### config.mk
export PLATFORM = sky130hd
export DESIGN_NAME = bitrev_loader
export DESIGN_NICKNAME = d
export VERILOG_FILES = /design/src/rtl/fft_pkg.sv /design/src/rtl/bit_reverse.sv /design/src/rtl/bitrev_loader.sv
export SDC_FILE = /design/constraint.sdc
export NUM_CORES = 1
export LEC_CHECK = 0
export BUFFER_PORTS_ARGS = -buffer_cell sky130_fd_sc_hd__buf_2
export CAP_MARGIN = 20
export CORE_ASPECT_RATIO = 1.4
export CORE_UTILIZATION = 40
export CTS_BUF_LIST = sky130_fd_sc_hd__clkbuf_16
export CTS_CLUSTER_SIZE = 12
export DETAILED_ROUTE_END_ITERATION = 7
export PLACE_DENSITY_LB_ADDON = 0.08
export SYNTH_ARGS = -nofsm -noshare
export SYNTH_HDL_FRONTEND = slang
export SYNTH_SLANG_ARGS = --single-unit
### constraint.sdc
create_clock -name clk -period 2.15 [get_ports clk]
set_clock_uncertainty 0.15 [all_clocks]
set_input_delay 0.43 -clock clk [delete_from_list [all_inputs] [get_ports clk]]
set_output_delay 0.43 -clock clk [all_outputs]
set_load 0.02 [all_outputs]
### src/rtl/fft_pkg.sv
// fft_pkg: shared FFT defaults and bit-reverse loader state encoding
package fft_pkg;
    localparam int BIT_WIDTH = 29;
    localparam int IN_WIDTH  = 16;
    localparam int FFT_N     = 16;
    localparam int FFT_SIZE  = 4;
    typedef enum logic [1:0] {IDLE, LOAD, WAIT_FFT} loader_state_t;
endpackage

### src/rtl/bit_reverse.sv
// bit_reverse: combinational W-bit reversal (q[i] = d[W-1-i])
//   d : input  W  value to reverse
//   q : output W  reversed value
module bit_reverse #(
    parameter int W = 4
) (
    input  logic [W-1:0] d,
    output logic [W-1:0] q
);
    for (genvar i = 0; i < W; i++) begin : g_rev
        assign q[i] = d[W-1-i];
    end
endmodule

### src/rtl/bitrev_loader.sv
// bitrev_loader: loads N-sample frames into FFT RAM at bit-reversed addresses
//   clk, rst_n          : clock, async active-low reset
//   in_valid/in_ready   : sample handshake; in_re/in_im signed samples
//   fft_done            : FFT finished with RAM, next frame may load
//   load_data           : RAM write strobe; invert_adr/Re_i1/Im_i1 write data
//   busy                : frame in progress or awaiting FFT
//   frame_err           : pulse when a frame is aborted by an in_valid gap
module bitrev_loader
    import fft_pkg::*;
#(
    parameter int bit_width = BIT_WIDTH,
    parameter int in_width  = IN_WIDTH,
    parameter int N         = FFT_N,
    parameter int SIZE      = FFT_SIZE
) (
    input  logic                        clk,
    input  logic                        rst_n,
    input  logic                        in_valid,
    input  logic signed [in_width-1:0]  in_re,
    input  logic signed [in_width-1:0]  in_im,
    output logic                        in_ready,
    input  logic                        fft_done,
    output logic                        load_data,
    output logic [SIZE:0]               invert_adr,
    output logic signed [bit_width-1:0] Re_i1,
    output logic signed [bit_width-1:0] Im_i1,
    output logic                        busy,
    output logic                        frame_err
);
    loader_state_t   state;
    logic [SIZE-1:0] cnt;
    logic [SIZE-1:0] rev;
    logic            accept;
    // cnt is always 0 outside LOAD, so it doubles as the write index in IDLE
    bit_reverse #(.W(SIZE)) u_rev (.d(cnt), .q(rev));
    assign in_ready = state != WAIT_FFT;
    assign accept   = in_valid && in_ready;
    always_ff @(posedge clk or negedge rst_n) begin
        if (!rst_n) begin
            state      <= IDLE;
            cnt        <= '0;
            load_data  <= 1'b0;
            invert_adr <= '0;
            Re_i1      <= '0;
            Im_i1      <= '0;
            busy       <= 1'b0;
            frame_err  <= 1'b0;
        end else begin
            load_data <= accept;
            frame_err <= 1'b0;
            if (accept) begin
                invert_adr <= {1'b0, rev};
                Re_i1      <= bit_width'(in_re);
                Im_i1      <= bit_width'(in_im);
            end
            case (state)
                IDLE: if (in_valid) begin
                    state <= LOAD;
                    cnt   <= SIZE'(1);
                    busy  <= 1'b1;
                end
                LOAD: if (!in_valid) begin
                    state     <= IDLE;
                    cnt       <= '0;
                    busy      <= 1'b0;
                    frame_err <= 1'b1;
                end else if (cnt == SIZE'(N-1)) begin
                    state <= WAIT_FFT;
                    cnt   <= '0;
                end else begin
                    cnt <= cnt + SIZE'(1);
                end
                WAIT_FFT: if (fft_done) begin
                    state <= IDLE;
                    busy  <= 1'b0;
                end
                default: state <= IDLE;
            endcase
        end
    end
endmodule

After elaboration in Yosys (flattened, before gate mapping) --
Cells that the tools add are included.
Storage, ports and cells: register bits after elaboration 45, output and inout bits 67
Cells by class: equality and inequality tests 8, multiplexer cells 15, reduce and logical (&&, ||, !) cells 7, add/subtract/negate cells 1
Operators with widths (count):
- two-way mux 4 bit | 3
- two-way mux 2 bit | 4
- != test 2 bit, second input constant | 4
- one-hot mux 4 bit (2 select lines) | 1
- one-hot mux 2 bit (3 select lines) | 1
- two-way mux 1 bit | 5
- adder 4 x 1 -> 4 bit, second input constant | 1
- equality test 4 bit, second input constant | 1
- AND reduction 4 bit | 1
- != test 3 bit, second input constant | 1
- one-hot mux 1 bit (3 select lines) | 1
- AND reduction 3 bit | 1
- nonzero test 3 bit | 1
- equality test 2 x 1 -> 1 bit, second input constant | 1
- equality test 2 bit, second input constant | 1
- logical NOT 2 bit | 1
- AND reduction 2 bit | 1
- nonzero test 2 bit | 1
- logical AND 1 bit | 1

Depth between registers and ports, before layout --
Gate-level depths: netlist of the first run.
depth in word-level cells 4, mapped depth 6, depth with buffers taken out 5

Modules after synthesis --
Synthesis of the first run repeated with hierarchy kept, for this count alone.
Second synthesis, totals: cells, all modules 151, area, all modules 2224.6 µm²
By module, submodules not included:
- bitrev_loader | cells each 147, area an instance 2194.6 µm², instances 1, seq. area each 1126.1 µm²
- bit_reverse | cells each 4, area an instance 30.0 µm², instances 1, seq. area each 0.0 µm²

Least setup slack after synthesis of the first run --
Ideal clock, no wire load.
path type register to register, start point register state[0], end point register state[0], required time 1.875 ns, buffers on the path 0, stages on the path, launching flop included 6, arrival 1.435 ns, path slack 0.440 ns, path through dfrtp_1 -> inv_1 -> ha_1 -> or2b_2 -> o211ai_1 -> mux2_2
Between the ends: longest elaborated chain between the ends 3, elaborated cells between the ends (all ways) 8, classes of those cells eq/ne: 5; mux: 1; reduce/logical: 2
Ends and longest elaborated chain:
- from (decl) | RTL line bitrev_loader.sv:30 | loader_state_t state;
- from (signal assigned) | RTL line bitrev_loader.sv:40 | state <= IDLE;
- from (signal assigned) | RTL line bitrev_loader.sv:58 | state <= LOAD;
- from (signal assigned) | RTL line bitrev_loader.sv:63 | state <= IDLE;
- equality test 2 x 1 -> 1 bit, or another cell as far along | RTL line bitrev_loader.sv:56 | case (state)
- != test 3 bit (no source line) / != test 2 bit (equally long branches)
- AND reduction 3 bit (no source line)
Parallel ways exist; a longest one is shown, timed or not. A chain may end at the register's enable or synchronous reset.

Worst setup path after layout of the first run --
Same ends and word-level chain as after synthesis.

==> results of run 1 <==
-- through the flow --
step           worst slack, ns  hold WS [ns]  utilization [%]
2_1_floorplan            0.440       -0.0156                -
3_3_place_gp             0.399         0.274             48.6
3_5_place_dp             0.308         0.280             48.6
4_1_cts                  0.293         0.224             51.9
5_1_grt                  0.190         0.231             51.9
6_report                 0.277         0.230             51.9
-- state kept, by name, summed over array words and instances (netlist names) --
| signal | flops |
|---|---|
| Im_i1 | 16 |
| Re_i1 | 16 |
| busy | 1 |
| cnt | 4 |
| frame_err | 1 |
| invert_adr | 4 |
| load_data | 1 |
| state | 2 |
-- placed cells by master, fill, tap and decap left out, types with 2 or more instances in the layout --
cell type  instances
buf_12             2
ha_1               5
clkbuf_16          5
nand2_1            2
inv_1              5
mux2_2             8
mux2i_1            2
nand2b_1           2
mux2_4            29
dfrtp_1           45
buf_2            101
a31oi_1            2
-- cell type report --
class                      count  area share (%)
clock inverter                 3            1.38
clock buffer                   5            4.60
multi-input combinational     67            28.3
inverter                       4           0.552
timing repair buffer         105            20.7
sequential                    45            41.4
tap                           66            3.04
-- path summary, 6_finish.rpt --
kind                       slack (ns)  depth (start not counted)                     to
min reg2reg                      0.35                          1  Im_i1[10]$_DFFE_PN0P_
max reg2reg                      0.28                          5   state[0]$_DFFE_PN0P_
min in group asynchronous        0.51                          3  Re_i1[11]$_DFFE_PN0P_
min                              0.23                          2   Re_i1[2]$_DFFE_PN0P_
max in group asynchronous        1.13                          3   Im_i1[7]$_DFFE_PN0P_
max                              0.28                          5   state[0]$_DFFE_PN0P_
-- where the power goes --
group | switching, W | total, W | internal (W) | leakage, nW
Clock | 0.000291 | 0.000830 | 0.000539 | 0.0826
Combinational | 0.000421 | 0.000771 | 0.000350 | 0.818
Sequential | 0.0000965 | 0.00108 | 0.000982 | 0.541
-- cell families after synthesis --
| group | synth area share [%] |
|---|---|
| flip-flops | 51.3 |
| multiplexers | 24.9 |
| buffers and inverters | 13.6 |
| AND/OR/NAND/NOR | 3.88 |
| AO/OA/AOI/OAI | 2.96 |
| adder cells (fa/ha/maj) | 2.85 |
| other | 0.171 |
| XOR/XNOR | 0.399 |
-- routing by layer --
metal,vias to the layer above,track usage (%)
met1,649,18.5
met3,6,3.28
met2,64,24.5
met5,-,0
li1,639,-
met4,0,6.67
-- what timing repair did --
action | in CTS | in global routing
hold buffers | 1 | 0
hold endpoints to repair | 45 | 0
buffers inserted | 0 | 0
==> flow_metrics.py, run 1 <==
metrics = {
    "run_status": {
        "status": "finished clean",
    },
    "critical_path": {
        "startpoint_type": "flip-flop",
        "endpoint_kind": "flip-flop",
        "cpMaxStageDelayCell": "dfrtp_1",
        "startpoint": "state[0]$_DFFE_PN0P_",
        "worstPathRequired_ns": 2.16,
        "crit_family": "flip-flops",
        "reg2reg_from": "state[0]$_DFFE_PN0P_",
        "cp_max_fo": 5,
        "slowest_delay_ns": 0.42,
        "crit_chain": "inv_1 > ha_1 > or2b_2 > o211ai_1 > mux2_2",
        "critPathKind": "flip-flop to flip-flop",
        "path_buf_inv": 1,
        "arrival_ns": 1.88,
    },
    "synth": {
        "yosysTopAreaCell": "dfrtp_1",
        "ys_seq_area_share_pct": 51.3,
        "syn_inst": 147,
        "synth_area_leaders": "dfrtp_1, mux2_4, buf_4",
        "synth_edf_count": 0,
        "yosysTopAreaCellShare_pct": 51.3,
        "synthTopCellsByCount": "dfrtp_1, mux2_4, buf_4, mux2_2, ha_1",
        "synth-main-ff-cell": "dfrtp_1",
        "avgSynthCellArea_um2": 14.9,
        "synth_most_common_cell": "dfrtp_1",
        "yosys_register_bits": 45,
        "synth_warnings": 0,
        "syn_area_um2": 2190,
        "async_flop_share_pct": 100,
        "synth_fp_nets": 188,
        "synth_cell_types": 28,
    },
    "routing": {
        "antenna_left": 0,
        "routed_wirelength_um": 4010,
        "via_count": 1358,
        "drt-vias-per-instance": 4.60,
        "wire_per_inst_um": 13.6,
        "wl_met1_um": 1700,
        "dr_wl_met3_um": 237,
        "drc_errors": 0,
        "wl_met2_um": 2010,
        "dr.pass1.iters": 3,
        "drtIter0Drc": 40,
        "top_layer": "met4",
    },
    "clock_network": {
        "ctsResizeCount": 0,
        "cts_root_buffer": "clkbuf_16",
        "cts_buffer_depth": 2,
        "worstSkewPairLatency_ns": 0.28,
        "cts.sinks": 45,
        "cts_buffers": 5,
        "tritoncts": "yes",
        "clk_pin_slew_ns": 0.06,
        "htree_levels": 2,
    },
    "global_routing": {
        "grt_pass1_vias": 1311,
        "grt_usage_pct": 14.8,
        "antenna_found_initial": 0,
        "grt-ovfl-total": 0,
        "grt_pass1_wl_um": 6380,
        "grt_max_degree": 46,
    },
    "power_and_ir_drop": {
        "p_total_w": 0.00268,
        "peakVddDrop_uv": 441,
        "p_leak_nw": 1.44,
        "powerDensity_nw_per_um2": 985,
    },
    "sta": {
        "min_period_over_period_pct": 87.1,
        "setup_violations": 0,
        "rsz0062_at_grt": "no",
        "period_minus_slack_ns": 1.87,
        "fin_tns_setup_ns": 0,
        "final-hold-violation-count": 0,
        "drv_slew": 0,
        "max_freq_mhz": 534,
    },
    "floorplan": {
        "die_x_um": 64.6,
        "start_util_pct": 41.9,
        "placementRows": 31,
        "fp.dieH_um": 89.6,
        "core_area_um2": 5240,
        "die-area_um2": 5790,
        "pin_count": 103,
    },
    "placement": {
        "dp_hpwl_um": 2930,
        "routabilityCongestion": 0.713,
        "dp_cells": 286,
        "port-buffer-count": 101,
        "placed_area_um2": 2550,
    },
    "layout": {
        "final_area_um2": 2720,
        "antennaDiodeCount": 0,
        "nNetsFinal": 269,
        "regArea_um2": 1130,
        "fin_cells": 295,
        "syn_to_final_growth_pct": 23.9,
        "fillers": 468,
        "layout-drive-gt1-share_pct": 65.9,
        "multi_input_area_um2": 771,
    },
    "job": {
        "maxCapViolCount": 0,
    },
    "min_path": {
        "hold_start": "in_re[2]",
        "hold_path.class": "primary input to flip-flop",
    },
}
(Power assumes the default switching activity.)
==> run 2, diff against run 1 <==
--- a/config.mk
+++ b/config.mk
@@ -8,6 +8,7 @@
 export BUFFER_PORTS_ARGS = -buffer_cell sky130_fd_sc_hd__buf_2
 export CAP_MARGIN = 20
 export CORE_ASPECT_RATIO = 1.4
+export CORE_MARGIN = 5
 export CORE_UTILIZATION = 40
 export CTS_BUF_LIST = sky130_fd_sc_hd__clkbuf_16
 export CTS_CLUSTER_SIZE = 12
==> run 2 against run 1 <==
Effect of this change: the flow now finishes with violations (hold timing); design area decreased by 0.55%; non-clock buffer count unchanged; critical path depth unchanged; register-to-register slack about the same; combinational power decreased by 1%; sequential cell count unchanged; highest routed layer unchanged.
==> flow_metrics.py, run 2 (synthesis gave the netlist of run 1 again) <==
metrics = {
    "sta": {
        "final-hold-violation-count": 24,
        "max_freq_mhz": 538,
        "min_period_over_period_pct": 86.5,
        "setup_violations": 0,
        "fin_tns_setup_ns": 0,
        "drv_slew": 0,
        "slew_headroom_pct": 63.1,
        "tightest_slew_ns": 0.554,
        "period_minus_slack_ns": 1.86,
        "holdWs_ns": -0.00934,
        "rsz0062_at_grt": "no",
    },
    "layout": {
        "mostFrequentLayoutCells": "buf_2, dfrtp_1, mux2_4, mux2_2",
        "syn_to_final_growth_pct": 23.3,
        "layout_commonest_cell": "buf_2",
        "nNetsFinal": 269,
        "layout-drive-gt1-share_pct": 67.1,
        "fillers": 484,
        "antennaDiodeCount": 0,
        "top_regs": "Im_i1: 16 flops, Re_i1: 16 flops",
    },
    "critical_path": {
        "r2r_end": "state[0]$_DFFE_PN0P_",
        "cp-endpoint": "state[0]$_DFFE_PN0P_",
        "arrival_ns": 1.87,
        "reg2reg_from": "state[1]$_DFFE_PN0P_",
        "worst-r2r-setup-slack_ns": 0.29,
        "startpoint_type": "flip-flop",
        "startpoint": "state[1]$_DFFE_PN0P_",
        "critPathKind": "flip-flop to flip-flop",
        "r2r_cells": 5,
        "cpMaxStageDelayCell": "dfrtp_1",
        "slowest_delay_ns": 0.43,
        "path_depth": 5,
        "endpoint_kind": "flip-flop",
        "crit_family": "flip-flops",
        "cp_max_fo": 5,
        "worstPathRequired_ns": 2.16,
        "path_buf_inv": 1,
        "crit_chain": "inv_1 > ha_1 > or2b_2 > o211ai_1 > mux2_2",
    },
    "run_status": {
        "status": "finished, violations left",
        "violations": "hold timing",
    },
    "floorplan": {
        "placementRows": 32,
        "die_x_um": 72.6,
        "die-area_um2": 7090,
        "core_area_um2": 5410,
        "pin_count": 103,
        "fp.dieH_um": 97.6,
        "start_util_pct": 40.6,
    },
    "routing": {
        "drtIter0Drc": 75,
        "via_count": 1361,
        "drc_errors": 0,
        "dr.pass1.iters": 3,
        "wire_per_inst_um": 14.6,
        "drt-vias-per-instance": 4.60,
        "antenna_left": 0,
        "routed_wirelength_um": 4310,
    },
    "global_routing": {
        "antenna_found_initial": 0,
        "grt_pass1_vias": 1439,
        "grt_pass1_wl_um": 7070,
        "grt-ovfl-total": 0,
        "grt_max_degree": 27,
        "grt_usage_pct": 12.4,
    },
    "job": {
        "maxCapViolCount": 0,
    },
    "clock_network": {
        "cts_root_buffer": "clkbuf_16",
        "cts.sinks": 45,
        "post_cts.repair.setup_buffers": 0,
        "worstSkewPairLatency_ns": 0.27,
        "htree_levels": 2,
        "clk_pin_slew_ns": 0.06,
        "tritoncts": "yes",
        "cts_hold_buffers": 0,
        "cts_buffer_depth": 2,
        "ctsResizeCount": 0,
        "cts_buffers": 5,
    },
    "placement": {
        "dp_hpwl_um": 3350,
        "port-buffer-count": 101,
        "routabilityCongestion": 0.770,
    },
    "power_and_ir_drop": {
        "p_leak_nw": 1.43,
        "powerDensity_nw_per_um2": 987,
        "peakVddDrop_uv": 393,
    },
    "min_path": {
        "hold_path.class": "primary input to asynchronous set/reset pin",
    },
}
run 2: changes by cell type in the layout (fill, tap and decap cells not counted), sizes merged:
cell         before  now
buf             104  105
dlygate4sd3       1    0
inv               5    4
run 2: cell type report:
type	instances	area, um2	area share (%)
Clock inverter	2	35.0	1.30
Multi-Input combinational cell	67	771	28.5
Tap cell	68	85.1	3.15
Timing Repair Buffer	105	548	20.3
Inverter	4	15.0	0.555
Clock buffer	5	125	4.63
Sequential cell	45	1130	41.6
run 2: worst min-delay path by stage:
stage | cells after the start | start | end
3_3_place_gp | 1 | rst_n | Im_i1[4]$_DFFE_PN0P_
2_1_floorplan | 0 | rst_n | Im_i1[0]$_DFFE_PN0P_
6_report | 1 | rst_n | Im_i1[4]$_DFFE_PN0P_
5_1_grt | 1 | rst_n | invert_adr[0]$_DFFE_PN0P_
3_5_place_dp | 1 | rst_n | Im_i1[10]$_DFFE_PN0P_
4_1_cts | 1 | rst_n | Im_i1[8]$_DFFE_PN0P_
run 2: layer usage:
layer  share of wire, %  GRT usage [%]  routed length [um]  vias up
li1                   -              -                   -      634
met1                 40           15.4                1740      657
met2                 48           20.2                2090       66
met3                 10           3.52                 434        4
met4                1.0           4.26                  44        0
met5                  0              0                   0        -
run 2: worst register-to-register path, cell delays in order (launching register included):
cell and delay, ns:
dfrtp_1 0.43, inv_1 0.11, ha_1 0.25, or2b_2 0.36
o211ai_1 0.10, mux2_2 0.35
run 2: through the flow:
step / cell area (um2) / total power (W) / instances / worst slack [ns] / util (%)
after floorplan: 2190 / 0.00168 / 147 / 0.440 / -
after global placement: 2540 / 0.00186 / 289 / 0.394 / 47.1
after detailed placement: 2540 / 0.00188 / 289 / 0.298 / 47.1
after CTS: 2710 / 0.00271 / 296 / 0.287 / 50.0
after global routing: 2710 / 0.00282 / 296 / 0.205 / 50.0
final: 2710 / 0.00267 / 296 / 0.291 / 50.0
run 2: where the power goes:
group	total, W	internal, W	switching, W	leakage, nW
Sequential	0.00108	0.000982	0.0000997	0.541
Clock	0.000825	0.000539	0.000287	0.0797
Combinational	0.000763	0.000348	0.000415	0.814
==> run 3, diff against run 2 <==
--- a/config.mk
+++ b/config.mk
@@ -7,7 +7,6 @@
 export LEC_CHECK = 0
 export BUFFER_PORTS_ARGS = -buffer_cell sky130_fd_sc_hd__buf_2
 export CAP_MARGIN = 20
-export CORE_ASPECT_RATIO = 1.4
 export CORE_MARGIN = 5
 export CORE_UTILIZATION = 40
 export CTS_BUF_LIST = sky130_fd_sc_hd__clkbuf_16
==> run 3 against run 2 <==
Effect of this change: the run now ends clean; combinational power about the same; power is 5.8% higher; routed wire length shrank 1.2%; clock power increased by 19%; non-clock buffer count unchanged; sequential power about the same; sequential share of layout area is 0.63 points lower; worst hold slack improved by 0.24 ns; die area is 0.29% lower; first-iteration DRC count decreased by 20%; fmax rose by 1.7%; register-to-register slack improved by 0.03 ns; critical endpoint unchanged; largest power group unchanged; highest routed layer unchanged.
==> flow_metrics.py, run 3 (synthesis gave the netlist of run 1 again) <==
metrics = {
    "run_status": {
        "status": "finished clean",
    },
    "routing": {
        "antenna_left": 0,
        "wire_per_inst_um": 14.1,
        "routed_wirelength_um": 4260,
        "drt-vias-per-instance": 4.28,
        "via_count": 1289,
        "dr.pass1.iters": 3,
        "drtIter0Drc": 60,
        "drc_errors": 0,
    },
    "job": {
        "maxCapViolCount": 0,
    },
    "placement": {
        "dp_cells": 292,
        "routabilityCongestion": 0.736,
        "port-buffer-count": 101,
        "dp_hpwl_um": 3230,
        "pre_cts_ws_ns": 0.317,
    },
    "critical_path": {
        "crit_family": "flip-flops",
        "startpoint_type": "flip-flop",
        "worstPathRequired_ns": 2.16,
        "crit_chain": "inv_1 > ha_1 > or2b_2 > o211ai_1 > mux2_2",
        "path_buf_inv": 1,
        "endpoint_kind": "flip-flop",
        "slowest_delay_ns": 0.41,
        "cp_max_fo": 5,
        "arrival_ns": 1.84,
        "critPathKind": "flip-flop to flip-flop",
        "cpMaxStageDelayCell": "dfrtp_1",
    },
    "min_path": {
        "hold_path.class": "primary input to flip-flop",
    },
    "sta": {
        "drv_slew": 0,
        "fin_tns_setup_ns": 0,
        "tightest_slew_ns": 0.516,
        "max_freq_mhz": 547,
        "rsz0062_at_grt": "no",
        "period_minus_slack_ns": 1.83,
        "slew_headroom_pct": 65.6,
        "final-hold-violation-count": 0,
        "min_period_over_period_pct": 85.0,
        "layout_setup_ws_ns": 0.322,
        "setup_violations": 0,
    },
    "global_routing": {
        "busiest_layer": "met2",
        "grt_pass1_vias": 1426,
        "grt_usage_pct": 12.5,
        "grt-ovfl-total": 0,
        "use_met1_pct": 15.3,
        "grt_max_degree": 25,
        "grt_use_met2_pct": 20.4,
        "use_met3_pct": 4.94,
        "grt_pass1_wl_um": 7130,
        "antenna_found_initial": 0,
    },
    "clock_network": {
        "htree_levels": 2,
        "clk_pin_slew_ns": 0.06,
        "cts_buffer_depth": 2,
        "worstSkewPairLatency_ns": 0.28,
        "cts.sinks": 45,
        "post_cts.repair.setup_buffers": 0,
        "ctsResizeCount": 0,
        "tritoncts": "yes",
        "cts_root_buffer": "clkbuf_16",
        "cts_buffers": 5,
        "cts_hold_buffers": 1,
    },
    "floorplan": {
        "core_area_um2": 5410,
        "pin_count": 103,
        "die_x_um": 84.1,
        "placementRows": 27,
        "start_util_pct": 40.6,
        "die-area_um2": 7070,
        "fp.dieH_um": 84.1,
    },
    "layout": {
        "layout-drive-gt1-share_pct": 66.8,
        "nNetsFinal": 269,
        "fin_cells": 301,
        "mostFrequentLayoutCells": "buf_2, dfrtp_1, mux2_4, mux2_2",
        "layout_commonest_cell": "buf_2",
        "syn_to_final_growth_pct": 25.1,
        "antennaDiodeCount": 0,
        "fin_util_pct": 50.8,
        "top_regs": "Im_i1: 16 flops, Re_i1: 16 flops",
        "fillers": 501,
    },
    "power_and_ir_drop": {
        "powerDensity_nw_per_um2": 1030,
        "peakVddDrop_uv": 532,
        "p_leak_nw": 1.45,
    },
}
## run 3: metal layers
metal  up-vias  routed length [um]
li1        631                   -
met1       612                1830
met2        41                2100
met3         5                 279
met4         0                  44
met5         -                   0
## run 3: cell type report
class / count / area [um2] / share of cell area, %
sequential: 45 / 1130 / 41.0
multi-input combinational: 67 / 771 / 28.1
timing repair buffer: 105 / 551 / 20.0
clock buffer: 5 / 125 / 4.56
tap: 72 / 90.1 / 3.28
clock inverter: 3 / 68.8 / 2.51
inverter: 4 / 15.0 / 0.547
## run 3: power by group
group	internal [W]	switching, W	total (W)	leakage [nW]
registers	0.000981	0.0000993	0.00108	0.541
logic	0.000348	0.000418	0.000766	0.813
clock network	0.000669	0.000309	0.000978	0.0944
total	0.00200	0.000826	0.00282	1.45
## run 3: per-stage QoR
stage | total power [W] | hold WS [ns] | area [um2]
after global routing | 0.00298 | 0.221 | 2750
after CTS | 0.00287 | 0.220 | 2750
after global placement | 0.00186 | 0.271 | 2540
final | 0.00282 | 0.226 | 2750
after detailed placement | 0.00187 | 0.284 | 2540
after floorplan | 0.00168 | -0.0156 | 2190
## run 3: worst register-to-register path, delay by kind of cell (launching register included)
kind,cells,cell delay (ns)
AO/OA/AOI/OAI,1,0.10
flip-flops,1,0.41
multiplexers,1,0.36
buffers and inverters,1,0.10
AND/OR/NAND/NOR,1,0.35
adder cells (fa/ha/maj),1,0.25
## run 3: path summary, 6_finish.rpt
| check | to | startpoint | cells after the start | slack (ns) |
|---|---|---|---|---|
| hold / removal | Im_i1[2]$_DFFE_PN0P_ | in_im[2] | 2 | 0.23 |
| setup / recovery | state[0]$_DFFE_PN0P_ | state[0]$_DFFE_PN0P_ | 5 | 0.32 |
| hold reg to reg | Re_i1[2]$_DFFE_PN0P_ | Re_i1[2]$_DFFE_PN0P_ | 1 | 0.35 |
| min in group asynchronous | busy$_DFFE_PN0P_ | rst_n | 2 | 0.51 |
| max in group asynchronous | Im_i1[13]$_DFFE_PN0P_ | rst_n | 3 | 0.85 |
| setup reg to reg | state[0]$_DFFE_PN0P_ | state[0]$_DFFE_PN0P_ | 5 | 0.32 |
